<file path="src/rtl/iob_cmd_initiator.sv">
// Single-outstanding IOb initiator: one command in, one IOb transaction, one response out.
// Optional per-transaction timeout is enabled by defining IOB_CMD_INITIATOR_TIMEOUT_EN.
module iob_cmd_initiator #(
   parameter int ADDR_W  = 32,
   parameter int DATA_W  = 32,
   parameter int TIMEOUT = 1024
) (
   input  logic                  clk_i,
   input  logic                  cke_i,
   input  logic                  rst_i,
   input  logic                  cmd_valid_i,
   output logic                  cmd_ready_o,
   input  logic [ADDR_W-1:0]     cmd_addr_i,
   input  logic [DATA_W-1:0]     cmd_wdata_i,
   input  logic [DATA_W/8-1:0]   cmd_wstrb_i,
   output logic                  iob_valid_o,
   output logic [ADDR_W-1:0]     iob_addr_o,
   output logic [DATA_W-1:0]     iob_wdata_o,
   output logic [DATA_W/8-1:0]   iob_wstrb_o,
   input  logic                  iob_ready_i,
   input  logic                  iob_rvalid_i,
   input  logic [DATA_W-1:0]     iob_rdata_i,
   output logic                  rsp_valid_o,
   input  logic                  rsp_ready_i,
   output logic [DATA_W-1:0]     rsp_rdata_o,
   output logic                  rsp_err_o,
   output logic                  busy_o
);

   localparam int STRB_W = DATA_W / 8;

   typedef enum logic [1:0] {IDLE, REQ, WAIT, RESP} state_t;

   state_t              state_reg;
   logic [ADDR_W-1:0]   addr_reg;
   logic [DATA_W-1:0]   wdata_reg;
   logic [STRB_W-1:0]   wstrb_reg;
   logic [DATA_W-1:0]   rdata_reg;

   if (TIMEOUT < 2) begin : g_timeout_check
      $error("iob_cmd_initiator: TIMEOUT must be at least 2");
   end

`ifdef IOB_CMD_INITIATOR_TIMEOUT_EN
   localparam int CNT_W = $clog2(TIMEOUT);

   logic [CNT_W-1:0]    cnt_reg;
   logic                err_reg;
   logic                timeout_hit;

   assign timeout_hit = (cnt_reg == CNT_W'(TIMEOUT - 1));
   assign rsp_err_o   = err_reg;
`else
   assign rsp_err_o   = 1'b0;
`endif

   always_ff @(posedge clk_i) begin
      if (rst_i) begin
         state_reg <= IDLE;
         addr_reg  <= '0;
         wdata_reg <= '0;
         wstrb_reg <= '0;
         rdata_reg <= '0;
`ifdef IOB_CMD_INITIATOR_TIMEOUT_EN
         cnt_reg   <= '0;
         err_reg   <= 1'b0;
`endif
      end else if (cke_i) begin
         case (state_reg)
            IDLE: begin
               if (cmd_valid_i) begin
                  addr_reg  <= cmd_addr_i;
                  wdata_reg <= cmd_wdata_i;
                  wstrb_reg <= cmd_wstrb_i;
                  state_reg <= REQ;
`ifdef IOB_CMD_INITIATOR_TIMEOUT_EN
                  cnt_reg   <= '0;
`endif
               end
            end
            REQ: begin
`ifdef IOB_CMD_INITIATOR_TIMEOUT_EN
               cnt_reg <= cnt_reg + CNT_W'(1);
`endif
               // A completion in the last allowed cycle takes precedence over the timeout.
               if (iob_ready_i) begin
                  if (|wstrb_reg) begin
                     rdata_reg <= '0;
`ifdef IOB_CMD_INITIATOR_TIMEOUT_EN
                     err_reg   <= 1'b0;
`endif
                     state_reg <= RESP;
                  end else begin
                     state_reg <= WAIT;
                  end
               end
`ifdef IOB_CMD_INITIATOR_TIMEOUT_EN
               else if (timeout_hit) begin
                  rdata_reg <= '0;
                  err_reg   <= 1'b1;
                  state_reg <= RESP;
               end
`endif
            end
            WAIT: begin
`ifdef IOB_CMD_INITIATOR_TIMEOUT_EN
               cnt_reg <= cnt_reg + CNT_W'(1);
`endif
               if (iob_rvalid_i) begin
                  rdata_reg <= iob_rdata_i;
`ifdef IOB_CMD_INITIATOR_TIMEOUT_EN
                  err_reg   <= 1'b0;
`endif
                  state_reg <= RESP;
               end
`ifdef IOB_CMD_INITIATOR_TIMEOUT_EN
               else if (timeout_hit) begin
                  rdata_reg <= '0;
                  err_reg   <= 1'b1;
                  state_reg <= RESP;
               end
`endif
            end
            RESP: begin
               if (rsp_ready_i) begin
                  state_reg <= IDLE;
               end
            end
            default: state_reg <= IDLE;
         endcase
      end
   end

   // Ready is masked while reset or clock-enable would block the accept edge.
   assign cmd_ready_o = (state_reg == IDLE) && cke_i && !rst_i;
   assign iob_valid_o = (state_reg == REQ);
   assign iob_addr_o  = addr_reg;
   assign iob_wdata_o = wdata_reg;
   assign iob_wstrb_o = wstrb_reg;
   assign rsp_valid_o = (state_reg == RESP);
   assign rsp_rdata_o = rdata_reg;
   assign busy_o      = (state_reg != IDLE);

endmodule

</file>
<file path="config.mk">
export PLATFORM = sky130hd
export DESIGN_NAME = iob_cmd_initiator
export DESIGN_NICKNAME = d
export VERILOG_FILES = /design/src/rtl/iob_cmd_initiator.sv
export SDC_FILE = /design/constraint.sdc
export NUM_CORES = 1
export LEC_CHECK = 0
export ABC_AREA = 0
export CORE_ASPECT_RATIO = 1.2
export CORE_UTILIZATION = 38
export CTS_CLUSTER_DIAMETER = 200
export DETAILED_ROUTE_END_ITERATION = 10
export GPL_TIMING_DRIVEN = 0
export HOLD_SLACK_MARGIN = 0.03
export PLACE_DENSITY = 0.8
export SYNTH_ARGS = -nofsm -noshare
export SYNTH_HDL_FRONTEND = slang
export SYNTH_SLANG_ARGS = --single-unit
</file>
<file path="constraint.sdc">
create_clock -name clk_i -period 2.23 [get_ports clk_i]
set_input_delay 0.446 -clock clk_i [delete_from_list [all_inputs] [get_ports clk_i]]
set_output_delay 0.446 -clock clk_i [all_outputs]
set_load 0.03 [all_outputs]
</file>
* Word level (Yosys, flattened, before mapping) *
Index checks and enable logic that the tools add are counted.

cells by class
  bitwise logic cells = 0
  shifts and indexed selects = 0
  add/subtract/negate cells = 0
  div/mod/pow operators = 0
  multiply operators = 0
  multiplexer cells = 10
  reductions and logical operators = 10
  magnitude comparators = 0
  eq/ne operators = 8

operator list
  operator                                             number
  two-way mux 32 bit                                   3
  one-hot mux 32 bit (2 select lines)                  1
  AND reduction 5 bit                                  2
  two-way mux 2 bit                                    4
  one-hot mux 2 bit (4 select lines)                   1
  != test 2 x 1 -> 1 bit, second input constant        3
  equality test 2 bit, second input constant           2
  != test 2 bit, second input constant                 2
  nonzero test 2 bit                                   2
  OR reduction 4 bit                                   1
  AND reduction 3 bit                                  1
  equality test 2 x 1 -> 1 bit, second input constant  1
  logical AND 1 bit                                    2
  logical NOT 2 bit                                    1
  logical NOT 1 bit                                    1
  two-way mux 1 bit                                    1

word-level totals
  memories = 0
  memory bits (writable) = 0
  bits in registers = 102
  memory bits (read-only) = 0
  input bits = 107
  output and inout bits = 105
  bits in latches = 0

* Depth between registers and ports, before layout *
Gate-level depths: netlist of the first run.

  depth after elaboration = 4
  mapped depth = 8

* Worst setup path before layout of the first run *
No wires, ideal clock.

  path type = register to register
  start = reg state_reg[1]
  end = reg rdata_reg[30] (netlist: rsp_rdata_o[30])
  library setup time = 67 ps
  cell stages (with the launch flop) = 8
  arrival time = 1,712 ps
  slack = 451 ps
  required time = 2,163 ps
  path through = dfxtp_1 > inv_1 > ha_1 > o41a_1 > o2111a_2 > buf_6 > nand3_1 > a21oi_2

between the ends
  word-level cells in the longest chain between the ends = 3
  elaborated cells on any way between the ends = 8
  classes of those cells = 5 x eq/ne; 1 x mux; 2 x reduce/logical

ends and longest elaborated chain
  element                                                                 RTL line  RTL
  start: declaration                                                      34        state_t state_reg;
  start signal: assignment                                                59        state_reg <= IDLE;
  start signal: assignment                                                75        state_reg <= REQ;
  start signal: assignment                                                92        state_reg <= RESP;
  equality test 2 x 1 -> 1 bit *                                          --
  net iob_valid_o                                                         16        output logic iob_valid_o,
  != test 2 x 1 -> 1 bit (no line) or nonzero test 2 bit (tied branches)  --
  AND reduction 5 bit (no line)                                           --
  end signal: assignment                                                  110       rdata_reg <= iob_rdata_i;
  end: declaration                                                        38        logic [DATA_W-1:0] rdata_reg;

Mark *: on every way through the listed nets, which the timed path passes. The rest lies on a longest branch.
A chain may end at the register's enable or synchronous reset.

* Worst setup path in the final report of the first run *
  start = in cke_i
  end = out cmd_ready_o

between the ends
  word-level cells in the longest chain between the ends = 2

ends and longest elaborated chain
  element                          RTL line  RTL
  start: declaration               9         input logic cke_i,
  logical AND 1 bit (2 in series)  135       assign cmd_ready_o = (state_reg == IDLE) && cke_i && !rst_i;
  end: declaration                 12        output logic cmd_ready_o,

No other way between the ends.

==> results of run 1 <==
layer usage:
| layer | vias up | global-route usage | wire length [um] |
|---|---|---|---|
| met3 | 21 | 0.07339 | 1118 |
| met4 | 0 | 0.08513 | 224 |
| met2 | 176 | 0.4049 | 5855 |
| met1 | 1804 | 0.2477 | 4525 |
| met5 | - | 0 | 0 |
| li1 | 1966 | - | - |
power by group through the flow:
stage,Combinational [W],Clock (W),Sequential (W)
2_1_floorplan,0.000277,0,0.00213
3_3_place_gp,0.000846,0,0.00198
3_5_place_dp,0.000863,0,0.00199
4_1_cts,0.000865,0.00145,0.00195
5_1_grt,0.000924,0.00151,0.00195
6_report,0.000856,0.00141,0.00195
kinds of logic (layout without fill, tap and decap cells):
family                   Yosys count  after routing  synth area share
AND/OR/NAND/NOR                  211            211            0.2273
AO/OA/AOI/OAI                    108            108            0.1555
flip-flops                       102            102            0.5447
buffers and inverters             43            267           0.05808
adder cells (fa/ha/maj)            4              4           0.01335
other                              1              1          0.001000
cell usage after synthesis, drive strengths merged:
master | number | area share
o2111ai | 1 | 0.0070
or4 | 1 | 0.0020
and3 | 1 | 0.0017
nand2 | 169 | 0.17
inv | 5 | 0.0050
or3 | 1 | 0.0017
nand2b | 2 | 0.0033
nor2 | 1 | 0.0010
nor2b | 1 | 0.0017
nor3 | 1 | 0.0013
clkbuf | 19 | 0.019
ha | 4 | 0.013
nand3 | 34 | 0.045
o41a | 1 | 0.0030
o31ai | 1 | 0.0020
o22ai | 1 | 0.0017
o2111a | 1 | 0.0033
dfxtp | 102 | 0.54
buf | 19 | 0.034
o21ai | 1 | 0.0013
a21oi | 102 | 0.14
conb | 1 | 0.0010
metrics by stage:
step / TNS [ns] / utilization
2_1_floorplan: 0 / -
5_1_grt: 0 / 0.6546
3_3_place_gp: -0.1845 / 0.6268
4_1_cts: 0 / 0.6544
3_5_place_dp: -0.5189 / 0.6268
6_report: 0 / 0.6546
how the worst min path moves through the flow:
stage / to / cells past startpoint
global placement: rsp_rdata_o[13] / 2
detailed placement: rsp_rdata_o[26] / 2
finish: rsp_rdata_o[4] / 2
floorplan: state_reg[1] / 2
CTS: rsp_rdata_o[26] / 2
global route: rsp_rdata_o[29] / 2
repair_timing:
item | 4_1_cts | 5_1_grt
endpoints found under the setup margin | 2 | 1
hold buffers | 0 | 0
gates resized for setup | 2 | 1
pin swaps | 0 | 0
layout make-up:
class,instances,area share
Clock buffer,11,0.03877
Buffer,38,0.03177
Tap cell,123,0.02458
Timing Repair Buffer,209,0.3341
Multi-Input combinational cell,324,0.2378
Sequential cell,102,0.3261
Inverter,5,0.002998
Clock inverter,4,0.003797
critical path: cells and delay by family:
family,cells,cell delay (ns)
buffers and inverters,2,1.07
and+or+nand+nor,2,0.18
==> metrics.md, run 1 <==
| Metric | Value |
|---|---|
| Crit path DAT | `1.71 ns` |
| First-pass GRT wire length | `18,480 um` |
| Max Clk Rate | `464.5 MHz` |
| Final instance area | `6261 um2` |
| Status | `finished, final reports clean` |
| Unrepaired setup endpoints after global routing | `no` |
| Leakage power | `2.216 nW` |
| Hold Startpoint | `rsp_rdata_o[4]` |
| RR Startpoint | `state_reg[0]` |
| Mapped Area | `3749 um2` |
| DRT iter0 DRCs | `121` |
| Reg2Reg Setup Slack | `0.31 ns` |
| Final worst path period share | `0.9653` |
| Filler instances | `808` |
| CP max stage delay | `0.64 ns` |
| Max-cap violations | `0` |
| Setup Fix Bufs, Post-CTS | `0` |
| Transition time of the tightest slew-check pin | `0.5308 ns` |
| Worst setup EP type | `output pin` |
| Row cnt | `39` |
| Post-synthesis cell count | `469` |
| Final Hold Viols | `0` |
| Slew margin rel. | `0.6461` |
| Synthesis-stage register bit count | `102` |
| TritonCTS clock tree | `yes` |
| Sequential fraction of the synthesis area | `0.5447` |
| Worst Setup SP | `cke_i` |
| Startpoint types | `input pin` |
| Final-stage net count | `800` |
| DP HPWL | `9167 um` |
| Reg power frac | `0.461` |
| Power Total | `0.004216 W` |
| Placed cell area | `5995 um2` |
| HP Class | `flip-flop to flip-flop` |
| Layout area overhead | `67.02%` |
| CP endpoint | `cmd_ready_o` |
| WP data required | `1.78 ns` |
| Placed cells | `801` |
| I/O pins | `212` |
| P_sw | `0.001142 W` |
| Initial antenna violation count | `0` |
| Setup Viol. Count Final | `0` |
| Logic gate share of total power | `0.203` |
| Final ANT Viol Nets | `0` |
| FF/Latch Area | `2042 um2` |
| Switching share of power | `0.2710` |
| Slowest CP cell | `clkdlybuf4s50_1` |
| N_diodes | `0` |
| Vias in the first global route | `3,962` |
| Post-Layout Cell Count | `816` |
| CTS sink count | `102` |
| Reg2reg path depth | `7` |
| WL/cell | `14.37 um` |
| Gr usage total | `0.2274` |
| Buffers on Ports | `209` |
| DR vias | `3,967` |
| DP Worst Slack | `-0.1975 ns` |
| Max Buffers Root-to-Sink | `2` |
| Core footprint | `9564 um2` |
| Grt ovf | `0` |
| Worst Skew | `0.006425 ns` |
| Syn nets | `580` |
| Worst r2r dst | `state_reg[0]` |
| GP Congestion | `0.7483` |
| Final WS setup | `0.07727 ns` |
| Crit Path Category | `input pin to output pin` |
| Number of CTS-inserted buffers | `9` |
| Multi-input gate area | `1489 um2` |
| Most frequent cells in the layout | `clkdlybuf4s50_1, nand2_1, dfxtp_1, a21oi_1, nand3_1` |
| Drt pass-1 iters | `4` |
| Share of layout cells above drive strength 1 | `0.04329` |
| Clock-pin slew on the worst setup and hold paths | `0.07 ns` |
| # DRC | `0` |
| Most common cell after layout, fill and taps aside | `clkdlybuf4s50_1` |
| Worst Hold Slack | `0.4483 ns` |
| Die ar. | `10,270 um2` |
| Slew Limit Fails | `0` |
| Power Internal | `0.003073 W` |
| Starting Density | `0.3919` |
| Post-synthesis cell type count | `26` |
| Drt via density | `4.862` |
| Die X | `92.67 um` |
| Clock group share of total power | `0.335` |
| Die height | `110.8 um` |
| Ys Warns | `0` |
| Power Density | `673.3 nW/um2` |
| Mean area per synthesized cell | `7.993 um2` |
| Tmin final | `2.153 ns` |
| H-tree depth | `3` |
| Critical-path cell list | `clkdlybuf4s50_1 > nand2_1 > nor2_1 > dlygate4sd2_1` |
| Largest net degree at the start of global routing | `16` |
| CP max FO | `6` |
| Final WL | `11,720 um` |
| Clk Latency, worst-skew pair | `0.33 ns` |
| Max IR drop VDD | `439.0 uV` |
| Root Driver | `clkbuf_16` |
(Power assumes the default switching activity.)
==> inputs of run 2 (changes only) <==
CTS_CLUSTER_DIAMETER = default   (was 200)
==> results of run 2 <==
Final layout, timing and power as in run 1 (identical DEF).
==> inputs of run 3 (changes only) <==
CAP_MARGIN = 20   (was default)
HOLD_SLACK_MARGIN = default   (was 0.03)
==> results of run 3 <==
Final layout, timing and power as in run 1 (identical DEF).
